File: src/rtl/dmem_arbiter.sv
// Two-port arbiter for the single data-memory port: CPU (A) normally wins, B gets a
// starvation-forced slot or an exclusive lock. Optional stats counters: DMEM_ARB_STATS_EN.
module dmem_arbiter #(
    parameter int ADDR_W     = 6,
    parameter int STARVE_LIM = 4
) (
    input  logic              clk,
    input  logic              rst,
    input  logic              a_req,
    input  logic              a_we,
    input  logic [1:0]        a_sel,
    input  logic [ADDR_W-1:0] a_addr,
    input  logic [31:0]       a_wdata,
    output logic              a_ready,
    output logic              a_stall,
    output logic [31:0]       a_rdata,
    input  logic              b_req,
    input  logic              b_we,
    input  logic [1:0]        b_sel,
    input  logic [ADDR_W-1:0] b_addr,
    input  logic [31:0]       b_wdata,
    output logic              b_ready,
    output logic [31:0]       b_rdata,
    input  logic              b_lock,
    output logic              dm_cs,
    output logic              dm_r,
    output logic              dm_w,
    output logic [1:0]        dm_sel,
    output logic [ADDR_W-1:0] dm_addr,
    output logic [31:0]       dm_wdata,
    input  logic [31:0]       dm_rdata
`ifdef DMEM_ARB_STATS_EN
    ,
    output logic [15:0]       conflict_cnt,
    output logic [15:0]       a_stall_cnt
`endif
);

    typedef enum logic {ARB, LOCK_B} state_t;

    localparam logic [3:0] LIM = 4'(STARVE_LIM);

    state_t     state, state_nxt;
    logic [3:0] starve_cnt, starve_nxt;
    logic       grant_a, grant_b;

    always_ff @(posedge clk) begin
        if (rst) begin
            state      <= ARB;
            starve_cnt <= '0;
        end else begin
            state      <= state_nxt;
            starve_cnt <= starve_nxt;
        end
    end

    always_comb begin
        grant_a   = 1'b0;
        grant_b   = 1'b0;
        state_nxt = state;
        if (!rst) begin
            case (state)
                ARB: begin
                    grant_a = a_req && !(b_req && (starve_cnt >= LIM));
                    grant_b = b_req && !grant_a;
                    if (grant_b && b_lock)
                        state_nxt = LOCK_B;
                end
                LOCK_B: begin
                    // exclusive to B even on the cycle b_lock drops
                    grant_b = b_req;
                    if (!b_lock)
                        state_nxt = ARB;
                end
                default: state_nxt = ARB;
            endcase
        end
    end

    always_comb begin
        if (b_req && !grant_b)
            starve_nxt = (starve_cnt == 4'hF) ? starve_cnt : starve_cnt + 4'd1;
        else
            starve_nxt = '0;
    end

    always_comb begin
        dm_cs    = 1'b0;
        dm_r     = 1'b0;
        dm_w     = 1'b0;
        dm_sel   = '0;
        dm_addr  = '0;
        dm_wdata = '0;
        if (grant_a) begin
            dm_cs    = 1'b1;
            dm_w     = a_we;
            dm_r     = !a_we;
            dm_sel   = a_sel;
            dm_addr  = a_addr;
            dm_wdata = a_wdata;
        end else if (grant_b) begin
            dm_cs    = 1'b1;
            dm_w     = b_we;
            dm_r     = !b_we;
            dm_sel   = b_sel;
            dm_addr  = b_addr;
            dm_wdata = b_wdata;
        end
    end

    assign a_ready = grant_a;
    assign b_ready = grant_b;
    assign a_stall = a_req && !grant_a;
    assign a_rdata = grant_a ? dm_rdata : '0;
    assign b_rdata = grant_b ? dm_rdata : '0;

`ifdef DMEM_ARB_STATS_EN
    always_ff @(posedge clk) begin
        if (rst) begin
            conflict_cnt <= '0;
            a_stall_cnt  <= '0;
        end else begin
            if (a_req && b_req)
                conflict_cnt <= conflict_cnt + 16'd1;
            if (a_stall)
                a_stall_cnt <= a_stall_cnt + 16'd1;
        end
    end
`endif

endmodule

File: config.mk
export PLATFORM = sky130hd
export DESIGN_NAME = dmem_arbiter
export DESIGN_NICKNAME = d
export VERILOG_FILES = /design/src/rtl/dmem_arbiter.sv
export SDC_FILE = /design/constraint.sdc
export NUM_CORES = 1
export LEC_CHECK = 0
export CAP_MARGIN = 25
export CORE_AREA = 4 4 104 76
export CTS_CLUSTER_SIZE = 24
export DETAILED_ROUTE_END_ITERATION = 6
export DIE_AREA = 0 0 108 80
export GPL_TIMING_DRIVEN = 0
export MAX_ROUTING_LAYER = met4
export PLACE_DENSITY = 0.8
export SLEW_MARGIN = 20
export SYNTH_ARGS = -nofsm -noshare
export SYNTH_HDL_FRONTEND = slang
export SYNTH_SLANG_ARGS = --single-unit
export TNS_END_PERCENT = 10
File: constraint.sdc
create_clock -name clk -period 1.23 [get_ports clk]
set_input_delay 0.123 -clock clk [delete_from_list [all_inputs] [get_ports clk]]
set_output_delay 0.123 -clock clk [all_outputs]
set_load 0.01 [all_outputs]
# Yosys cells after proc, flatten, opt, wreduce, memory -nomap -nowiden
# Index checks and enable logic that the tools add are counted.
# word_totals
register_bits	5
input_bits	119
output_inout_bits	110
word_cells	41
# classes
addsub	1
order_cmp	1
eq_ne	1
muxes	21
n_bitwise	2
n_reduce_logical	13
# ops
op	n
$mux W32	4
$mux W6	2
$mux W1	11
$logic_and A1 B1 Y1	6
$logic_not A1 Y1	6
$add A4 B1 Y4 const B	1
$eq A4 B4 Y1 const B	1
$ge A4 B3 Y1 const B	1
$mux W2	2
$pmux W1 S2	2
$not A1 Y1	2
$reduce_or A2 Y1	1

# Depth between registers and ports, before layout
# depth
ltp_word	12
mapped_depth	6
ltp_nobuf	4

# Worst setup path after synthesis
# OpenSTA, ideal clock, no wires.
# synth_timing
kind	register to output
from	register starve_cnt[3]
to	output dm_wdata[22]
arrival_time_ps	1253
required_time_ps	1107
slack_ps	-146
path_stages_with_launch	7
path_buffers	3
cell_sequence	dfxtp_1 -> o21ai_1 -> and4bb_1 -> buf_6 -> buf_6 -> buf_6 -> a22o_1
# synth_between
elab_chain_len	10
word_cells_on_any_way	12
cone_classes	1 x order compare; 6 x mux; 5 x reduce/logical
# synth_rtl
element	line_no	rtl
start: declaration	44	logic [3:0] starve_cnt, starve_nxt;
start signal: assignment	53	starve_cnt <= starve_nxt;
$ge A4 B3 Y1 (*)	64	grant_a = a_req && !(b_req && (starve_cnt >= LIM));
$logic_and A1 B1 Y1 (*)	64	
$logic_not A1 Y1 (*)	64	
$logic_and A1 B1 Y1 (*)	64	
$logic_not A1 Y1	65	grant_b = b_req && !grant_a;
$logic_and A1 B1 Y1	65	
$pmux W1 S2	62	case (state)
$mux W1	61	if (!rst) begin
$mux W32	101	end else if (grant_b) begin
$mux W32 (*)	94	if (grant_a) begin
end: declaration	30	output logic [31:0] dm_wdata,
# Every way passes the cells marked *; elsewhere a longest branch is shown, timed or not.

# Final worst setup path
# layout_timing
from	register starve_cnt[2]
to	output dm_wdata[20]
# The elaborated chain is that of the path after synthesis.

==> impl_metrics.py <==
metrics = {
    "clocking": {
        "clock_sinks": 5,
        "cts_inserted_buffers": 3,
        "cts.clk_slew.worst_paths_ps": 40,
        "root_buffer_cell": "sky130_fd_sc_hd__clkbuf_8",
        "cts_tree": "yes",
        "cts_h_tree_depth": 1,
        "clock_insertion_delay_worst_skew_ps": 230,
        "clockBufferDepth": 2,
    },
    "floorplan": {
        "start_util_pct": 16.9,
        "dieHeight_um": 80,
        "die_w_um": 108,
        "num_rows": 25,
        "floorplan.io_pins": 229,
        "die_footprint_um2": 8640,
        "floorplan.core_area_um2": 6790,
    },
    "worst_setup_path": {
        "critPathCapture": "dm_wdata[20]",
        "cp-startpoint": "starve_cnt[2]",
        "worst-r2r-setup-slack_ps": 20,
        "reg_to_reg_critical_path_endpoint": "starve_cnt[0]",
        "crit_path_max_fanout": 10,
        "crit_path_cell_trace": "nor4b_4 -> nor2_4 -> buf_6 -> buf_6 -> a22o_1 -> buf_2",
        "kind_of_launch_point_of_the_worst_setup_path": "register",
        "timing_worst_setup_path_type": "reg -> out",
        "slowest_cell_on_the_critical_path": "sky130_fd_sc_hd__dfxtp_4",
        "cpMostUsedCell": "sky130_fd_sc_hd__buf_6",
        "critical_path_arrival_ps": 1620,
        "timing.reg2reg.worst_path_depth": 5,
        "setup.worst_path.end_class": "output pin",
        "worstReg2RegStart": "starve_cnt[2]",
        "cp_slowest_stage_delay_ps": 360,
        "required_ps": 1110,
    },
    "placed_design": {
        "placement.cell_area_um2": 3550,
        "port_buffers": 228,
        "cell_total_after_placement": 471,
        "hpwl_um": 6490,
        "gp_routability_congestion": 0.807,
    },
    "grt": {
        "first_global_vias": 2145,
        "grt_first_pass_wirelength_um": 11600,
        "globalRouteOverflowTotal": 0,
        "pin_count_of_the_biggest_net_entering_global_routing": 11,
        "track_usage_pct": 17.0,
        "antenna_found_initial": 0,
    },
    "sta": {
        "timing.final.setup_violations": 110,
        "setup_clock_skew_after_layout_ps": 0.844,
        "rsz0062_at_grt": "yes",
        "layout_worst_path_cycle_share_pct": 142,
        "timing.fmax_mhz": 572,
        "worst_setup_slack_after_layout_ps": -517,
        "hold_viol": 0,
        "slew_violations": 0,
        "finalWorstPathRequiredPeriod_ps": 1750,
    },
    "yosys": {
        "post-synth-top-area-fraction_pct": 35.0,
        "postSynth.asyncResetShare_pct": 0,
        "syn_avg_cell_area_um2": 7.68,
        "synth.distinct_cells": 26,
        "synth_warnings": 0,
        "dominantRegCellSynth": "sky130_fd_sc_hd__dfxtp_1",
        "number_of_nets_in_the_synthesized_netlist": 269,
        "syn_inst": 149,
        "number_of_flip_flops_and_latches_in_the_synthesized_netlist": 5,
        "area_contributors_post_synth": "sky130_fd_sc_hd__and2_1 (35%), sky130_fd_sc_hd__a22o_1 (31%), sky130_fd_sc_hd__dfxtp_1 (8.7%), sky130_fd_sc_hd__buf_6 (6.9%), sky130_fd_sc_hd__buf_2 (2.2%)",
        "synth-seq-area-share_pct": 8.74,
        "mappedNetlistArea_um2": 1140,
        "synth_enable_flop_cells": 0,
        "synth_area_leader_cell": "sky130_fd_sc_hd__and2_1",
    },
    "power": {
        "power.clock.fraction_pct": 19.9,
        "p_seq_share_pct": 10.7,
        "p_int_mw": 1.10,
        "power_frac_comb_pct": 69.5,
        "finalPower_mw": 1.59,
        "vdd.ir_drop.worst_mv": 0.463,
        "p_leak_nw": 1.77,
        "power.switching_uw": 493,
        "power.density_nw_per_um2": 462,
        "power.switching_fraction_pct": 30.9,
    },
    "routing": {
        "viasPerCell": 4.27,
        "drtIter0Drc": 40,
        "dr.pass1.iters": 4,
        "routed-via-count": 2073,
        "drt-total-wl_um": 7840,
        "ant_nets": 0,
        "post_drt_wl_per_cell_um": 16.2,
        "post_detailed_route_drc_marker_count": 0,
    },
    "cells_and_area": {
        "post-route-cell-area_um2": 3440,
        "finish.cell_count_without_fillers": 485,
        "final_core_util_pct": 50.7,
        "finalNetCount": 512,
        "area_growth_syn_to_layout_pct": 201,
        "drive_gt1_share_pct": 42.5,
        "antennaDiodeCount": 0,
    },
    "min_path": {
        "worstHoldPathType": "in -> reg",
    },
    "run": {
        "drv_cap": 0,
    },
    "status": {
        "failed_checks": "setup timing",
        "result_of_the_run": "complete, but fails checks",
    },
}
==> worst min-delay path by stage <==
stage / start / end / cells past startpoint
after floorplan: rst / state / 1
after global placement: starve_cnt[0] / starve_cnt[0] / 1
after detailed placement: starve_cnt[0] / starve_cnt[0] / 1
after CTS: rst / state / 2
after global routing: rst / state / 2
final: rst / state / 2
==> cell usage after synthesis (2+ instances only) <==
cell type and instances:
sky130_fd_sc_hd__buf_2 5, sky130_fd_sc_hd__dfxtp_1 5, sky130_fd_sc_hd__and2_1 64, sky130_fd_sc_hd__nand2b_1 2
sky130_fd_sc_hd__buf_6 7, sky130_fd_sc_hd__clkbuf_1 2, sky130_fd_sc_hd__nor2_1 3, sky130_fd_sc_hd__a22o_1 41
sky130_fd_sc_hd__nor2b_1 2, sky130_fd_sc_hd__clkbuf_2 2
==> timing repair <==
item	in CTS	in global routing
pin swaps	40	15
gates cloned	3	1
endpoints found under the setup margin	110	111
gates resized for setup	488	29
hold buffers	0	0
setup buffers	3	3
==> sequential cells by signal, summed over array words and instances, names as in the netlist <==
| register | count |
|---|---|
| starve_cnt | 4 |
| state | 1 |
==> cell usage in the layout, fill, tap and decap left out, types with 2 or more instances in the layout <==
cell type | synthesis | routed
sky130_fd_sc_hd__and2_4 | 0 | 18
sky130_fd_sc_hd__nor2b_1 | 2 | 2
sky130_fd_sc_hd__a22o_1 | 41 | 41
sky130_fd_sc_hd__buf_6 | 7 | 25
sky130_fd_sc_hd__dfxtp_1 | 5 | 3
sky130_fd_sc_hd__clkbuf_8 | 0 | 4
sky130_fd_sc_hd__and2_1 | 64 | 46
sky130_fd_sc_hd__buf_2 | 5 | 92
sky130_fd_sc_hd__clkdlybuf4s50_1 | 0 | 115
sky130_fd_sc_hd__dfxtp_4 | 0 | 2
sky130_fd_sc_hd__buf_8 | 0 | 7
sky130_fd_sc_hd__dlygate4sd2_1 | 0 | 2
sky130_fd_sc_hd__nand2b_4 | 0 | 2
sky130_fd_sc_hd__buf_4 | 1 | 9
sky130_fd_sc_hd__nor2_1 | 3 | 2
==> kinds of logic (layout without fill, tap and decap cells) <==
| group | count (synthesis) | count (layout) | share of synthesized area [%] |
|---|---|---|---|
| other | 1 | 1 | 0.328 |
| buffers and inverters | 18 | 260 | 11.6 |
| muxes | 1 | 1 | 0.874 |
| AOI/OAI and AO/OA | 44 | 44 | 32.9 |
| adders and majority gates | 1 | 1 | 1.09 |
| and+or+nand+nor | 79 | 79 | 44.5 |
| DFF | 5 | 5 | 8.74 |
==> power by group through the flow <==
stage / sequential (mW) / clock (mW) / combinational [mW]
2_1_floorplan: 0.174 / 0 / 0.353
3_3_place_gp: 0.175 / 0 / 1.12
3_5_place_dp: 0.175 / 0 / 1.14
4_1_cts: 0.170 / 0.326 / 1.06
5_1_grt: 0.170 / 0.331 / 1.18
6_report: 0.170 / 0.317 / 1.11
==> per-layer routing <==
metal	global-route usage, %	vias up	part of all wire, %
met2	32.3	104	53
li1	-	1015	-
met1	18.9	946	38
met5	-	-	0
met3	2.99	8	8.0
met4	3.03	0	0.89
==> layout make-up <==
cell class | instances | area [µm²]
well taps | 94 | 118
clock buffers | 4 | 45.0
fillers | 682 | 3340
flip-flops and latches | 5 | 108
inverters | 1 | 3.75
plain buffers | 17 | 218
repair buffers | 238 | 1970
multi-input cells | 126 | 983
==> worst max-delay path, delay by kind of cell (launching register included) <==
kind | cells | cell delay, ps
compound gates | 1 | 170
flops | 1 | 360
simple gates | 2 | 440
buf+inv | 3 | 430
==> stage by stage <==
step	setup WS [ps]	TNS, ps	hold slack, ps
after global routing	-590	-59150	298
after floorplan	-107	-8330	199
after CTS	-545	-51860	276
after global placement	-1030	-101940	409
after detailed placement	-1030	-103960	417
final	-517	-51160	277
No activity file was read; power rests on OpenSTA's default activity.
